## src/rtl/timer_pkg.sv

```systemverilog
// Shared definitions for the timer datapath count registers.
package timer_pkg;

  // Operation select width and encodings.
  localparam int unsigned MODE_W = 3;

  localparam logic [MODE_W-1:0] MODE_HOLD    = 3'd0;
  localparam logic [MODE_W-1:0] MODE_LOAD    = 3'd1;
  localparam logic [MODE_W-1:0] MODE_UP      = 3'd2;
  localparam logic [MODE_W-1:0] MODE_DOWN    = 3'd3;
  localparam logic [MODE_W-1:0] MODE_TOGGLE  = 3'd4;
  localparam logic [MODE_W-1:0] MODE_ONESHOT = 3'd5;

  // Enumerated view of the mode field; codes 6 and 7 are reserved and hold.
  typedef enum logic [MODE_W-1:0] {
    OP_HOLD    = 3'd0,
    OP_LOAD    = 3'd1,
    OP_UP      = 3'd2,
    OP_DOWN    = 3'd3,
    OP_TOGGLE  = 3'd4,
    OP_ONESHOT = 3'd5,
    OP_RSVD6   = 3'd6,
    OP_RSVD7   = 3'd7
  } op_e;

  // Decode a raw mode field into the enumerated operation.
  function automatic op_e decode_mode(input logic [MODE_W-1:0] mode);
    return op_e'(mode);
  endfunction

endpackage

```

## src/rtl/timer_count_next.sv

```systemverilog
// Combinational next-value logic for the multi-mode count register.
// wrap flags a modulus wrap in UP/DOWN; hit_zero flags that a ONESHOT step
// lands on (or sits at) zero and should raise the sticky done flag.
module timer_count_next
  import timer_pkg::*;
#(
  parameter int unsigned WIDTH   = 8,
  parameter int unsigned MODULUS = 60
) (
  input  logic [WIDTH-1:0]  q,
  input  logic [MODE_W-1:0] mode,
  input  logic [WIDTH-1:0]  load_val,
  input  logic [WIDTH-1:0]  tgl_mask,
  output logic [WIDTH-1:0]  next_q,
  output logic              wrap,
  output logic              hit_zero
);

  // Largest legal count value; MODULUS == 2^WIDTH gives all-ones.
  localparam logic [WIDTH-1:0] MAX_VAL = WIDTH'(MODULUS - 1);
  // Modulus widened by one bit so 2^WIDTH is representable for the clamp test.
  localparam logic [WIDTH:0]   MOD_EXT = (WIDTH + 1)'(MODULUS);
  localparam logic [WIDTH-1:0] ONE     = WIDTH'(1);
  localparam logic [WIDTH-1:0] ZERO    = '0;

  op_e op;
  logic q_is_zero;
  logic q_at_top;
  logic load_over;

  assign op        = decode_mode(mode);
  assign q_is_zero = (q == ZERO);
  // ">=" so values pushed out of range by TOGGLE still wrap on the next UP.
  assign q_at_top  = (q >= MAX_VAL);
  assign load_over = ({1'b0, load_val} >= MOD_EXT);

  // Select the next value and the wrap / zero-hit qualifiers for each op.
  always_comb begin
    next_q   = q;
    wrap     = 1'b0;
    hit_zero = 1'b0;
    unique case (op)
      OP_LOAD: begin
        next_q = load_over ? MAX_VAL : load_val;
      end
      OP_UP: begin
        if (q_at_top) begin
          next_q = ZERO;
          wrap   = 1'b1;
        end else begin
          next_q = q + ONE;
        end
      end
      OP_DOWN: begin
        if (q_is_zero) begin
          next_q = MAX_VAL;
          wrap   = 1'b1;
        end else begin
          next_q = q - ONE;
        end
      end
      OP_TOGGLE: begin
        next_q = q ^ tgl_mask;
      end
      OP_ONESHOT: begin
        if (q_is_zero) begin
          next_q   = ZERO;
          hit_zero = 1'b1;
        end else begin
          next_q   = q - ONE;
          hit_zero = (q == ONE);
        end
      end
      OP_HOLD, OP_RSVD6, OP_RSVD7: begin
        next_q = q;
      end
      default: begin
        next_q = q;
      end
    endcase
  end

endmodule

```

## src/rtl/timer_count_reg.sv

```systemverilog
// Multi-mode count register: hold / load / up / down / toggle / one-shot,
// with a registered wrap pulse for cascading and a sticky done flag.
module timer_count_reg
  import timer_pkg::*;
#(
  parameter int unsigned WIDTH     = 8,
  parameter int unsigned MODULUS   = 60,
  parameter int unsigned RESET_VAL = 0
) (
  input  logic              clk,
  input  logic              reset,
  input  logic              en,
  input  logic [MODE_W-1:0] mode,
  input  logic [WIDTH-1:0]  load_val,
  input  logic [WIDTH-1:0]  tgl_mask,
  output logic [WIDTH-1:0]  q,
  output logic              carry,
  output logic              done
);

  localparam logic [WIDTH-1:0] RST_Q = WIDTH'(RESET_VAL);

  logic [WIDTH-1:0] q_q, q_d;
  logic             carry_q, carry_d;
  logic             done_q, done_d;

  logic [WIDTH-1:0] next_q;
  logic             wrap;
  logic             hit_zero;

  timer_count_next #(
    .WIDTH   (WIDTH),
    .MODULUS (MODULUS)
  ) u_next (
    .q        (q_q),
    .mode     (mode),
    .load_val (load_val),
    .tgl_mask (tgl_mask),
    .next_q   (next_q),
    .wrap     (wrap),
    .hit_zero (hit_zero)
  );

  // Gate the next-state by en; done is set by a zero hit and cleared only by LOAD.
  always_comb begin
    q_d     = q_q;
    carry_d = 1'b0;
    done_d  = done_q;
    if (en) begin
      q_d     = next_q;
      carry_d = wrap;
      if (mode == MODE_LOAD) begin
        done_d = 1'b0;
      end else if (hit_zero) begin
        done_d = 1'b1;
      end
    end
  end

  // State registers with synchronous reset taking priority over en.
  always_ff @(posedge clk) begin
    if (reset) begin
      q_q     <= RST_Q;
      carry_q <= 1'b0;
      done_q  <= 1'b0;
    end else begin
      q_q     <= q_d;
      carry_q <= carry_d;
      done_q  <= done_d;
    end
  end

  assign q     = q_q;
  assign carry = carry_q;
  assign done  = done_q;

endmodule
```

## config.mk

```make
export PLATFORM = sky130hd
export DESIGN_NAME = timer_count_reg
export DESIGN_NICKNAME = d
export VERILOG_FILES = /design/src/rtl/timer_pkg.sv /design/src/rtl/timer_count_next.sv /design/src/rtl/timer_count_reg.sv
export SDC_FILE = /design/constraint.sdc
export NUM_CORES = 1
export LEC_CHECK = 0
export CAP_MARGIN = 20
export CORE_ASPECT_RATIO = 1.2
export CORE_UTILIZATION = 30
export DETAILED_ROUTE_END_ITERATION = 10
export PLACE_DENSITY = 0.63
export SLEW_MARGIN = 0
export SYNTH_ARGS = -nofsm -noshare
export SYNTH_HDL_FRONTEND = slang
export SYNTH_SLANG_ARGS = --single-unit
export TNS_END_PERCENT = 20
```

## constraint.sdc

```tcl
create_clock -name clk -period 2.1 [get_ports clk]
set_clock_uncertainty 0.15 [all_clocks]
set_input_delay 0.63 -clock clk [delete_from_list [all_inputs] [get_ports clk]]
set_output_delay 0.63 -clock clk [all_outputs]
set_load 0.03 [all_outputs]
```

Yosys cells after proc, flatten, opt, wreduce, memory -nomap -nowiden
Index checks and enable logic that the tools add are counted.
- register bits after elaboration: 10
- input bits: 22
- output and inout bits: 10
- logic and storage cells: 37
- $add $sub $neg: 2
- magnitude comparators: 2
- equal/unequal tests: 8
- mux-type cells: 12
- bitwise operators: 3
- reductions and logical operators: 7
- operators by type and width (kind ; number):
    8-bit case mux with 5 select lines ; 1
    8-bit two-way mux ; 4
    8-bit by 6-bit >= comparator with 1-bit output, second input constant ; 2
    3-bit equality test, second input constant ; 4
    8-bit by 1-bit adder with 8-bit output, second input constant ; 1
    8-bit by 1-bit equality test with 1-bit output, second input constant ; 1
    8-bit logical NOT ; 1
    8-bit by 1-bit subtractor with 8-bit output, second input constant ; 1
    8-bit XOR ; 1
    3-bit by 2-bit equality test with 1-bit output, second input constant ; 2
    1-bit two-way mux ; 6
    2-bit AND reduction ; 2
    3-bit by 1-bit equality test with 1-bit output, second input constant ; 1
    3-bit logical NOT ; 1
    3-bit OR reduction ; 1
    1-bit inverter ; 2
    1-bit case mux with 2 select lines ; 1
    2-bit nonzero test ; 1
    2-bit OR reduction ; 1

Depth between registers and ports, before layout
Gate-level depths: netlist of run 1.
- depth after elaboration: 5
- gate-level depth with buffers: 7
- mapped depth without buffers: 7

Hierarchy
Synthesis of run 1 repeated with hierarchy kept, for this count alone.
- cells, all modules: 162
- area total of the unflattened synthesis: 1187.4 um^2
- by module, submodules not included (module ; times used ; cells each ; area an instance (um^2) ; seq. area each (um^2)):
    timer_count_next ; 1 ; 130 ; 823.3 ; 0.0
    timer_count_reg ; 1 ; 32 ; 364.1 ; 200.2

Worst setup path before layout of run 1
Ideal clock, no wire load.
- path type: reg2reg
- start: reg q_q[0] (netlist: q[0])
- end: reg q_q[0] (netlist: q[0])
- setup time: 136 ps
- arrival time: 1913 ps
- data required time: 1814 ps
- setup slack: -99 ps
- stages on the path, launching flop included: 8
- buffers on the path: 0
- period minus slack after synthesis: 2199 ps
- cell sequence: dfxtp_1 > inv_1 > ha_1 > or3b_4 > nor3_2 > nor3_1 > nor4b_1 > a2111oi_2
- cells in the longest elaborated chain, start to end: 3
- elaborated cells on any way between the ends: 9
- those cells by class: 2 x add/sub; 1 x order compare; 4 x mux; 1 x bitwise; 1 x reduce/logical
- ends and longest elaborated chain (element ; line ; text):
    start, declared ; timer_count_reg.sv:23 ; logic [WIDTH-1:0] q_q, q_d;
    start signal, assigned ; timer_count_reg.sv:67 ; q_q <= q_d;
    8-bit by 1-bit subtractor with 8-bit output (tied with other cells) ; timer_count_next.sv:59, timer_count_next.sv:70 ;
    8-bit two-way mux (on tied branches) ; timer_count_next.sv:66, timer_count_next.sv:47, timer_count_next.sv:55 ;
    8-bit case mux with 5 select lines * ; timer_count_next.sv:42 ; unique case (op)
Mark *: on every way between the ends. The rest lies on a longest branch, timed or not.
A chain may end at the register's enable or synchronous reset.

Final worst setup path of run 1
- start: reg q_q[0] (netlist: q[0])
- end: reg q_q[7] (netlist: q[7])
The elaborated chain is that of the path after synthesis.

==> results of run 1 <==
## synthesized netlist by cell type (4+ instances only)
master	number
a31oi_1	5
dfxtp_1	10
nor3_1	10
xor2_1	4
a21oi_1	15
nand3_1	5
nor2_1	8
o21ai_0	16
inv_1	5
nand2_1	12
## worst max path at each step
stage | from | end | slack, ns | cells past startpoint
2_1_floorplan | q[0]$_SDFFE_PP0P_ | q[1]$_SDFFE_PP0P_ | 0.06 | 7
3_3_place_gp | mode[2] | q[0]$_SDFFE_PP0P_ | -0.39 | 7
3_5_place_dp | mode[2] | q[0]$_SDFFE_PP0P_ | -0.43 | 7
4_1_cts | q[1]$_SDFFE_PP0P_ | q[1] | 0.01 | 1
5_1_grt | q[0]$_SDFFE_PP0P_ | q[7]$_SDFFE_PP0P_ | -0.02 | 5
6_report | q[0]$_SDFFE_PP0P_ | q[7]$_SDFFE_PP0P_ | 0.03 | 5
## critical path, stage by stage (launching register included)
cell	delay (ns)
dfxtp_4	0.37
or4_4	0.57
nor4_1	0.28
mux2_1	0.36
a21oi_1	0.15
a21oi_1	0.08
## layout make-up
cell class | instances | area share [%]
inverter | 5 | 1.00
clock buffer | 4 | 2.94
tap | 52 | 3.47
timing repair buffer | 74 | 33.3
sequential | 10 | 10.9
multi-input combinational | 131 | 48.3
## metal layers
metal  wire, um  share of wire [%]  vias up
li1           -                  -      734
met1       1760                 42      704
met2       2070                 50       69
met3        262                6.3        6
met4         69                1.7        0
met5          0                  0        -
## state kept, by name, summed over array words and instances (netlist names)
name / count
q: 8
carry: 1
done: 1
## stage by stage
| step | worst slack, ns | hold slack [ns] | cells | setup TNS [ns] | area (um2) |
|---|---|---|---|---|---|
| floorplan | 0.0579 | 0.468 | 156 | 0 | 1140 |
| global placement | -0.393 | 0.363 | 272 | -3.16 | 1770 |
| detailed placement | -0.429 | 0.366 | 272 | -3.37 | 1770 |
| CTS | 0.0119 | 0.372 | 276 | 0 | 1840 |
| global route | -0.0218 | 0.410 | 276 | -0.0260 | 1870 |
| finish | 0.0283 | 0.368 | 276 | 0 | 1870 |
## power by group
group	leakage [uW]	switching [uW]	internal, uW	total, uW
combinational	0.000661	236	231	467
clock	0.0000288	88.2	166	254
sequential	0.0000827	15.4	203	219
## cells by family after synthesis
family          count (synthesis)  share of synthesized area [%]
compound gates                 62                           36.8
xor+xnor                        6                           4.63
fa+ha+maj                       3                           3.31
buf+inv                        15                           7.39
flops                          10                           17.6
mux                             1                          0.992
simple gates                   59                           29.2
## what timing repair did
action | CTS | global route
gates resized for setup | 12 | 8
gates cloned | 0 | 0
setup endpoints to repair | 13 | 8
hold buffers | 0 | 0
pin swaps | 0 | 2
==> implementation parameters, run 1 <==
Parameter                              Value

Placed design
  Detailed-placement wirelength estimate    approximately 3.2 mm
  Buffers added on ports    31
  GP Congestion    around 0.96

Routing
  Initial drt markers    79
  Number of vias after detailed routing    1513
  Post-route ant nets    0
  # DRC    0
  Final WL    4.16 mm
  Number of detailed-routing iterations run before antenna repair    4
  Vias per std cell    ~5.5
  WL/cell    approximately 15 um

Synth
  Number of synthesized flops with an enable pin    0
  Nets in the synthesized netlist    181
  Netlist cell types    slightly above 50
  Async set-or-reset flop fraction in the synthesized netlist    0%
  Post-synth top area cell    dfxtp_1
  Synth top area share    ~18%
  Mean instance size in the synthesized netlist    slightly above 7 um2
  Synthesis warning total    0
  Flop and latch count out of synthesis    10
  Post-synthesis instance area    1130 um2
  Sequential area share after synthesis    ~18%
  Synthesized instance count    between 150 and 200
  Leading post-synthesis cells by cell area    dfxtp_1 (18%), o21ai_0 (7.1%), a21oi_1 (6.6%), nor3_1 (4.4%), nand2_1 (4.0%)
  Predominant post-synthesis flop cell    dfxtp_1

GRT
  Most used routing layer in global routing    met2
  Met3 GRT Util    under 10%
  Largest net degree at the start of global routing    14
  GR Layer Usage met1    between 20% and 30%
  Global-route wire length before repair    6.67 mm
  All-Layer GR Usage    21.4%
  Met2 usage in global routing    between 30% and 40%
  Number of global-route vias before repair    around 1400
  Initial antenna violation count    0
  Overall overflow remaining after global route    0

Critical path
  Setup crit start kind    flop
  Reg-to-Reg End    q[7]$_SDFFE_PP0P_
  Critical Path Sink Type    flop
  Largest fanout on the critical path    6
  Arr. time, crit path    approximately 2 ns
  CP Data Required Time    2.08 ns
  Path depth of the worst reg2reg path    5
  Critical path class    reg -> reg
  Worst-case register-to-register setup slack    0.03 ns
  Launch point of the worst reg-to-reg path    q[0]$_SDFFE_PP0P_

Timing
  Final Hold Viols    0
  Number of pins exceeding their max-slew limit in the final report    0
  Unrepaired setup endpoints after global routing    true
  Fmax    0.483 GHz
  Number of failing setup endpoints in the final timing report    0
  Actual transition at the worst max-transition pin    about 0.34 ns
  Final critical delay including setup and external delays    2.07 ns
  Max-slew headroom at the worst pin    77.2%
  Final worst path period share    a little over nine tenths

Clocking
  Clock-pin slew on the worst setup and hold paths    0.05 ns
  Cts bufs inserted    3
  Clk_lat worst skew    ~0.24 ns
  Deepest clock path buffer count    2
  Number of setup buffers added after CTS    0
  Sink count of the clock tree    10
  CTS tree    built
  Depth of the CTS H-tree    1
  CTS Root Cell    clkbuf_8

Layout
  Highest-count cells in the layout ignoring fill and taps    buf_4 (45), clkdlybuf4s50_1 (20), a21oi_1 (15), o21ai_0 (15), nand2_1 (12)
  Share of post-route cells with drive strength above 1    30.4%
  Most common cell after layout, fill and taps aside    buf_4
  Number of fillers in the final layout    roughly 350
  Sequential cell area    205 um2
  Net count of the finished layout    250
  N_diodes    0
  Area growth from synthesis to layout    65.2%
  Final core utilization    about half
  Area taken by multi-input logic gates    approximately 900 um2

Worst hold path
  Min-Delay Path Class    reg -> reg
  Worst Hold Depth    2
  Hold path start    done$_SDFFE_PP0P_
  Capture endpoint of the worst hold path    done$_SDFFE_PP0P_

Floorplan
  Floorplan row count    24
  Die Height    around 69 um
  Die extent in x    about 58 um
  Die Area    4030 um2
  Starting Density    31.2%
  I/O pins    32
  Placeable Area    around 3600 um2

Power
  Static leakage power    slightly below 0.0008 uW
  Largest vdd supply drop    roughly 320 uV
  Power consumption    approximately 940 uW
  Power density cells    ~500 nW/um2

Run
  Max Cap Viol    0

Outcome
  Outcome    finished clean
Note: power is estimated with default switching activity, not from simulation.
==> run 2, diff against run 1 <==
--- a/config.mk
+++ b/config.mk
@@ -7,6 +7,7 @@
 export LEC_CHECK = 0
 export CAP_MARGIN = 20
 export CORE_ASPECT_RATIO = 1.2
+export CORE_MARGIN = 5
 export CORE_UTILIZATION = 30
 export DETAILED_ROUTE_END_ITERATION = 10
 export PLACE_DENSITY = 0.63
==> run 2 against run 1 <==
Net effect:
- maximum frequency is 0.81% higher
- first-iteration DRC count down 6.3%
- final cell count is 0.72% lower
- power down 2.8%
- critical path type is now reg -> out
- clock power shrank 18%
- via count shrank 1.9%
- sequential power is essentially flat
- utilization increased by 0.069 points
- die area is 27% higher
==> implementation parameters, run 2 (synthesized netlist as in run 1, its figures left out) <==
Parameter                              Value

Outcome
  Outcome    finished clean

Worst hold path
  Hold path start    done$_SDFFE_PP0P_
  Capture endpoint of the worst hold path    done$_SDFFE_PP0P_
  Worst Hold Depth    2 (unchanged)
  Min-Delay Path Class    reg -> reg

Timing
  Number of failing setup endpoints in the final timing report    0 (unchanged)
  Final worst path period share    97.9% (-0.79 points)
  Final critical delay including setup and external delays    2.06 ns (-0.0166 ns)
  Final Hold Viols    0 (unchanged)
  Total negative setup slack    0 ns (unchanged)
  Worst Hold Margin    0.365 ns (-0.00233 ns)
  Actual transition at the worst max-transition pin    0.323 ns (-0.0158 ns)
  Unrepaired setup endpoints after global routing    false
  Number of pins exceeding their max-slew limit in the final report    0 (unchanged)
  Fmax    0.487 GHz (+0.81%)
  Max-slew headroom at the worst pin    78.4% (+1.2 points)

Critical path
  Launch point of the worst reg-to-reg path    q[1]$_SDFFE_PP0P_
  Critical Path Sink Type    output pin
  Critical path, cell by cell    clkdlybuf4s50_1
  Master of the slowest instance on the critical path    clkdlybuf4s50_1
  Reg-to-Reg End    q[5]$_SDFFE_PP0P_
  Path depth of the worst reg2reg path    5 (unchanged)
  Worst-case register-to-register setup slack    0.06 ns (+0.03 ns)
  Buf+Inv Stages, Crit Path    1 (+1)
  Category of cells accounting for the largest share of critical-path delay    buffers and inverters
  Arr. time, crit path    1.28 ns (-0.77 ns)
  Setup crit start kind    flop
  CP Data Required Time    1.32 ns (-0.76 ns)
  Worst stage delay on the critical path    0.68 ns (+0.11 ns)
  Largest fanout on the critical path    4 (-2)
  Critical path class    reg -> out

Placed design
  Post-placement cell count    271 (-0.37%)
  Buffers added on ports    31 (unchanged)
  GP Congestion    1.03 (+7.3%)
  Detailed-placement wirelength estimate    3.56 mm (+10%)

Routing
  Vias per std cell    5.42 (-1.1%)
  Number of detailed-routing iterations run before antenna repair    4 (unchanged)
  # DRC    0 (unchanged)
  Initial drt markers    74 (-6.3%)
  Number of vias after detailed routing    1485 (-1.9%)
  Post-route ant nets    0 (unchanged)
  WL/cell    16.4 um (+8.7%)
  Final WL    4.49 mm (+7.9%)

Floorplan
  I/O pins    32 (unchanged)
  Die Area    5120 um2 (+27%)
  Die Height    77.4 um (+12%)
  Starting Density    31.2% (unchanged)
  Die extent in x    66.1 um (+14%)
  Placeable Area    3630 um2 (unchanged)
  Floorplan row count    24 (unchanged)

Power
  Switching portion of total power    37.5% (+1.4 points)
  Clock network power share    22.8% (-4.2 points)
  Power consumption    913 uW (-2.8%)
  Largest vdd supply drop    331 uV (+3.9%)
  Combinational cell fraction of total power    53.4% (+3.7 points)
  Static leakage power    0.000776 uW (+0.47%)
  Internal power of the cells    570 uW (-4.9%)
  Reported net switching power    342 uW (+0.89%)
  Sequential group share of total power    23.8% (+0.5 points)
  Power density cells    486 nW/um2 (-3.0%)

Clocking
  Cts bufs inserted    3 (unchanged)
  Clock-pin slew on the worst setup and hold paths    0.05 ns (about the same)
  Depth of the CTS H-tree    1 (unchanged)
  Deepest clock path buffer count    2 (unchanged)
  Clk_lat worst skew    0.24 ns (about the same)
  CTS tree    built
  CTS Root Cell    clkbuf_8
  Sink count of the clock tree    10 (unchanged)

GRT
  Largest net degree at the start of global routing    14 (unchanged)
  Overall overflow remaining after global route    0 (unchanged)
  Global-route wire length before repair    7.20 mm (+8.1%)
  All-Layer GR Usage    17.9% (-3.5 points)
  Number of global-route vias before repair    1440 (+2.8%)
  Initial antenna violation count    0 (unchanged)

Layout
  Share of post-route cells with drive strength above 1    32.0% (+1.6 points)
  Net count of the finished layout    249 (-0.40%)
  Non-filler instance count after layout    274 (-0.72%)
  Final core utilization    51.7% (+0.069 points)
  Area growth from synthesis to layout    65.4%
  N_diodes    0 (unchanged)
  Highest-count cells in the layout ignoring fill and taps    buf_4 (43), clkdlybuf4s50_1 (20), o21ai_0 (15)
  Largest register FFs    8 (unchanged)
  Most common cell after layout, fill and taps aside    buf_4

Run
  Max Cap Viol    0 (unchanged)
run 2: cell count changes in the layout (fill, tap and decap cells not counted), sizes merged:
cell / change
dlymetal6s2s: +1
buf: -1
dlygate4sd2: -2
run 2: worst max-delay path by stage:
stage / startpoint / slack, ns / end / cells past startpoint
floorplan: q[0]$_SDFFE_PP0P_ / 0.06 / q[1]$_SDFFE_PP0P_ / 7
global placement: mode[1] / -0.41 / q[1]$_SDFFE_PP0P_ / 6
detailed placement: mode[1] / -0.44 / q[1]$_SDFFE_PP0P_ / 6
CTS: mode[0] / -0.005 / q[0]$_SDFFE_PP0P_ / 6
global route: q[1]$_SDFFE_PP0P_ / 0.0002 / q[5]$_SDFFE_PP0P_ / 5
finish: q[1]$_SDFFE_PP0P_ / 0.04 / q[1] / 1
run 2: power groups by stage:
stage / logic [uW] / clock network (uW) / registers, uW
floorplan: 219 / 0 / 246
global placement: 459 / 0 / 221
detailed placement: 458 / 0 / 221
CTS: 473 / 211 / 217
global route: 523 / 215 / 220
finish: 487 / 208 / 218
run 2: cell type report:
class / instances / area (um2)
tap: 52 / 65.1
timing repair buffer: 73 / 621
multi-input combinational: 131 / 928
fill: 344 / 1760
sequential: 10 / 203
inverter: 5 / 18.8
clock buffer: 3 / 41.3
run 2: metal layers:
metal / vias up / wire, um / global-route usage, %
met5: - / 0 / 0
li1: 729 / - / -
met4: 0 / 137 / 7.52
met3: 14 / 257 / 4.34
met2: 45 / 2220 / 29.9
met1: 697 / 1880 / 21.7
run 2: repair_timing:
item / CTS / global route
setup buffers: 0 / 0
pin swaps: 1 / 2
setup endpoints to repair: 13 / 10
resized for setup: 17 / 9
hold buffers: 0 / 0
run 2: metrics by stage:
step	area [um2]	setup slack, ns
3_5_place_dp	1760	-0.442
4_1_cts	1850	-0.00503
2_1_floorplan	1140	0.0579
3_3_place_gp	1760	-0.412
6_report	1880	0.0448
5_1_grt	1880	0.000246
run 2: worst min-delay path, stage by stage (launching register included):
cell and delay, ns:
dfxtp_1 0.30, a21oi_1 0.11, nor3_1 0.05
==> run 3, diff against run 2 <==
--- a/config.mk
+++ b/config.mk
@@ -8,9 +8,10 @@
 export CAP_MARGIN = 20
 export CORE_ASPECT_RATIO = 1.2
 export CORE_MARGIN = 5
-export CORE_UTILIZATION = 30
+export CORE_UTILIZATION = 40
 export DETAILED_ROUTE_END_ITERATION = 10
-export PLACE_DENSITY = 0.63
+export PLACE_DENSITY = 0.78
+export SKIP_LAST_GASP = 1
 export SLEW_MARGIN = 0
 export SYNTH_ARGS = -nofsm -noshare
 export SYNTH_HDL_FRONTEND = slang
==> run 3 against run 2 <==
Net effect:
- non-clock buffer count fell by 6
- final cell count fell by 8.8%
- die area is 22% lower
- global-route usage increased by 4.9 points
- critical path type is now in -> reg
- largest power group unchanged
- power is 12% lower
- clock power down 36%
- flip-flop and latch count did not move
- combinational power down 6.6%
- the run now ends with setup timing left
- worst setup slack got worse by 0.12 ns
- maximum frequency decreased by 5.4%
- wire length fell by 2.8%
- sequential share of layout area grew 0.81 points
==> implementation parameters, run 3 (synthesized netlist as in run 1, its figures left out) <==
Parameter                              Value

Outcome
  Outcome    complete, but fails checks
  Violated checks    setup timing

Worst hold path
  Min-Delay Path Class    reg -> reg
  Capture endpoint of the worst hold path    q[7]$_SDFFE_PP0P_
  Worst Hold Depth    2 (unchanged)
  Hold path start    q[7]$_SDFFE_PP0P_

GRT
  Number of global-route vias before repair    1556 (+8.1%)
  Global-route wire length before repair    7.05 mm (-2.1%)
  Overall overflow remaining after global route    0 (unchanged)
  All-Layer GR Usage    22.8% (+4.9 points)
  Largest net degree at the start of global routing    15 (+1)
  Initial antenna violation count    0 (unchanged)

Power
  Power density cells    461 nW/um2 (-5.1%)
  Power consumption    806 uW (-12%)
  Largest vdd supply drop    371 uV (+12%)
  Static leakage power    0.000704 uW (-9.2%)

Timing
  Final critical delay including setup and external delays    2.17 ns (+0.117 ns)
  Actual transition at the worst max-transition pin    0.373 ns (+0.0496 ns)
  Number of failing setup endpoints in the final timing report    8 (+8)
  Number of pins exceeding their max-slew limit in the final report    0 (unchanged)
  Total negative setup slack    -0.225 ns (-0.225 ns)
  Post-route setup slack    -0.0718 ns (-0.117 ns)
  Final worst path period share    103% (+5.6 points)
  Unrepaired setup endpoints after global routing    true
  Final Hold Viols    0 (unchanged)
  Max-slew headroom at the worst pin    75.1% (-3.3 points)
  Fmax    0.460 GHz (-5.4%)

Critical path
  Largest fanout on the critical path    4 (unchanged)
  Critical path class    in -> reg
  Path depth of the worst reg2reg path    7 (+2)
  Setup crit start kind    input port
  Critical Path Sink Type    flop
  Worst-case register-to-register setup slack    -0.02 ns (-0.08 ns)
  Arr. time, crit path    2.22 ns (+0.94 ns)
  Launching element of the worst setup path    mode[0]
  Launch point of the worst reg-to-reg path    q[1]$_SDFFE_PP0P_
  CP Data Required Time    2.14 ns (+0.82 ns)
  Reg-to-Reg End    q[1]$_SDFFE_PP0P_

Clocking
  Clock-pin slew on the worst setup and hold paths    0.06 ns (about the same)
  Cts bufs inserted    3 (unchanged)
  Clk_lat worst skew    0.27 ns (+0.03 ns)
  CTS tree    built
  Sink count of the clock tree    10 (unchanged)
  Count of hold buffers inserted by post-cts repair    0 (unchanged)
  CTS Root Cell    clkbuf_4
  Depth of the CTS H-tree    1 (unchanged)
  Deepest clock path buffer count    2 (unchanged)

Floorplan
  Die Area    4010 um2 (-22%)
  Placeable Area    2760 um2 (-24%)
  Die Height    68.4 um (-12%)
  Die extent in x    58.6 um (-11%)
  Floorplan row count    21 (-13%)
  I/O pins    32 (unchanged)
  Starting Density    41.1% (+9.9 points)

Routing
  Initial drt markers    106 (+43%)
  WL/cell    17.4 um (+6.5%)
  Vias per std cell    6.41 (+18%)
  Post-route ant nets    0 (unchanged)
  Number of vias after detailed routing    1603 (+7.9%)
  Final WL    4.36 mm (-2.8%)
  # DRC    0 (unchanged)
  Number of detailed-routing iterations run before antenna repair    7 (+3)

Layout
  Area growth from synthesis to layout    53.8%
  Sequential cell area    203 um2 (unchanged)
  Most common cell after layout, fill and taps aside    buf_4
  Number of fillers in the final layout    245 (-29%)
  Share of post-route cells with drive strength above 1    26.9% (-5.1 points)
  Area taken by multi-input logic gates    883 um2 (-4.9%)
  Highest-count cells in the layout ignoring fill and taps    buf_4 (38), clkdlybuf4s50_1 (26), o21ai_0 (16)
  N_diodes    0 (unchanged)
  Net count of the finished layout    243 (-2.4%)
  Largest register FFs    8 (unchanged)

Placed design
  GP Congestion    0.993 (-3.1%)
  Buffers added on ports    31 (unchanged)
  Detailed-placement wirelength estimate    3.42 mm (-3.9%)

Run
  Max Cap Viol    0 (unchanged)
run 3: timing repair:
action                     CTS  global route
buffers inserted             0             0
setup endpoints to repair   11            14
resized for setup            6             2
pin swaps                    3             0
run 3: worst max path at each step:
stage | end | slack, ns | cells after the start
floorplan | q[1]$_SDFFE_PP0P_ | 0.06 | 7
global placement | q[0]$_SDFFE_PP0P_ | -0.35 | 6
detailed placement | q[0]$_SDFFE_PP0P_ | -0.42 | 6
CTS | q[0]$_SDFFE_PP0P_ | -0.05 | 7
global route | q[5]$_SDFFE_PP0P_ | -0.09 | 6
finish | q[5]$_SDFFE_PP0P_ | -0.07 | 6
run 3: stage by stage:
stage	hold WS [ns]	worst slack (ns)	cell area (um2)	utilization [%]	cells
after floorplan	0.468	0.0579	1140	-	156
after CTS	0.365	-0.0507	1740	63.0	250
after global placement	0.342	-0.350	1700	61.5	247
after detailed placement	0.357	-0.416	1700	61.5	247
final	0.370	-0.0718	1750	63.3	250
after global routing	0.412	-0.0909	1750	63.3	250
run 3: metal layers:
| layer | vias to the layer above | share of wire, % | track usage (%) | wire (um) |
|---|---|---|---|---|
| met3 | 34 | 11 | 5.66 | 495 |
| met5 | - | 0 | 0 | 0 |
| li1 | 716 | - | - | - |
| met4 | 0 | 6.5 | 14.7 | 284 |
| met2 | 129 | 47 | 38.0 | 2070 |
| met1 | 724 | 35 | 25.9 | 1520 |
run 3: worst max-delay path, cell delays in order:
cell and delay, ns:
clkdlybuf4s50_1 0.47, or2_2 0.34, o211ai_2 0.30, or3_1 0.16, o21ai_0 0.11, a211oi_2 0.21
run 3: report_power, final:
group | switching (uW) | leakage (uW) | total (uW) | internal, uW
logic | 239 | 0.000608 | 455 | 216
clock network | 67.2 | 0.0000138 | 134 | 66.4
registers | 13.3 | 0.0000824 | 216 | 203
total | 320 | 0.000704 | 806 | 486
run 3: cell type report:
cell class | instances | area share, %
multi-input cells | 131 | 50.6
repair buffers | 67 | 33.0
flip-flops and latches | 10 | 11.6
well taps | 34 | 2.44
clock buffers | 3 | 1.29
inverters | 5 | 1.08
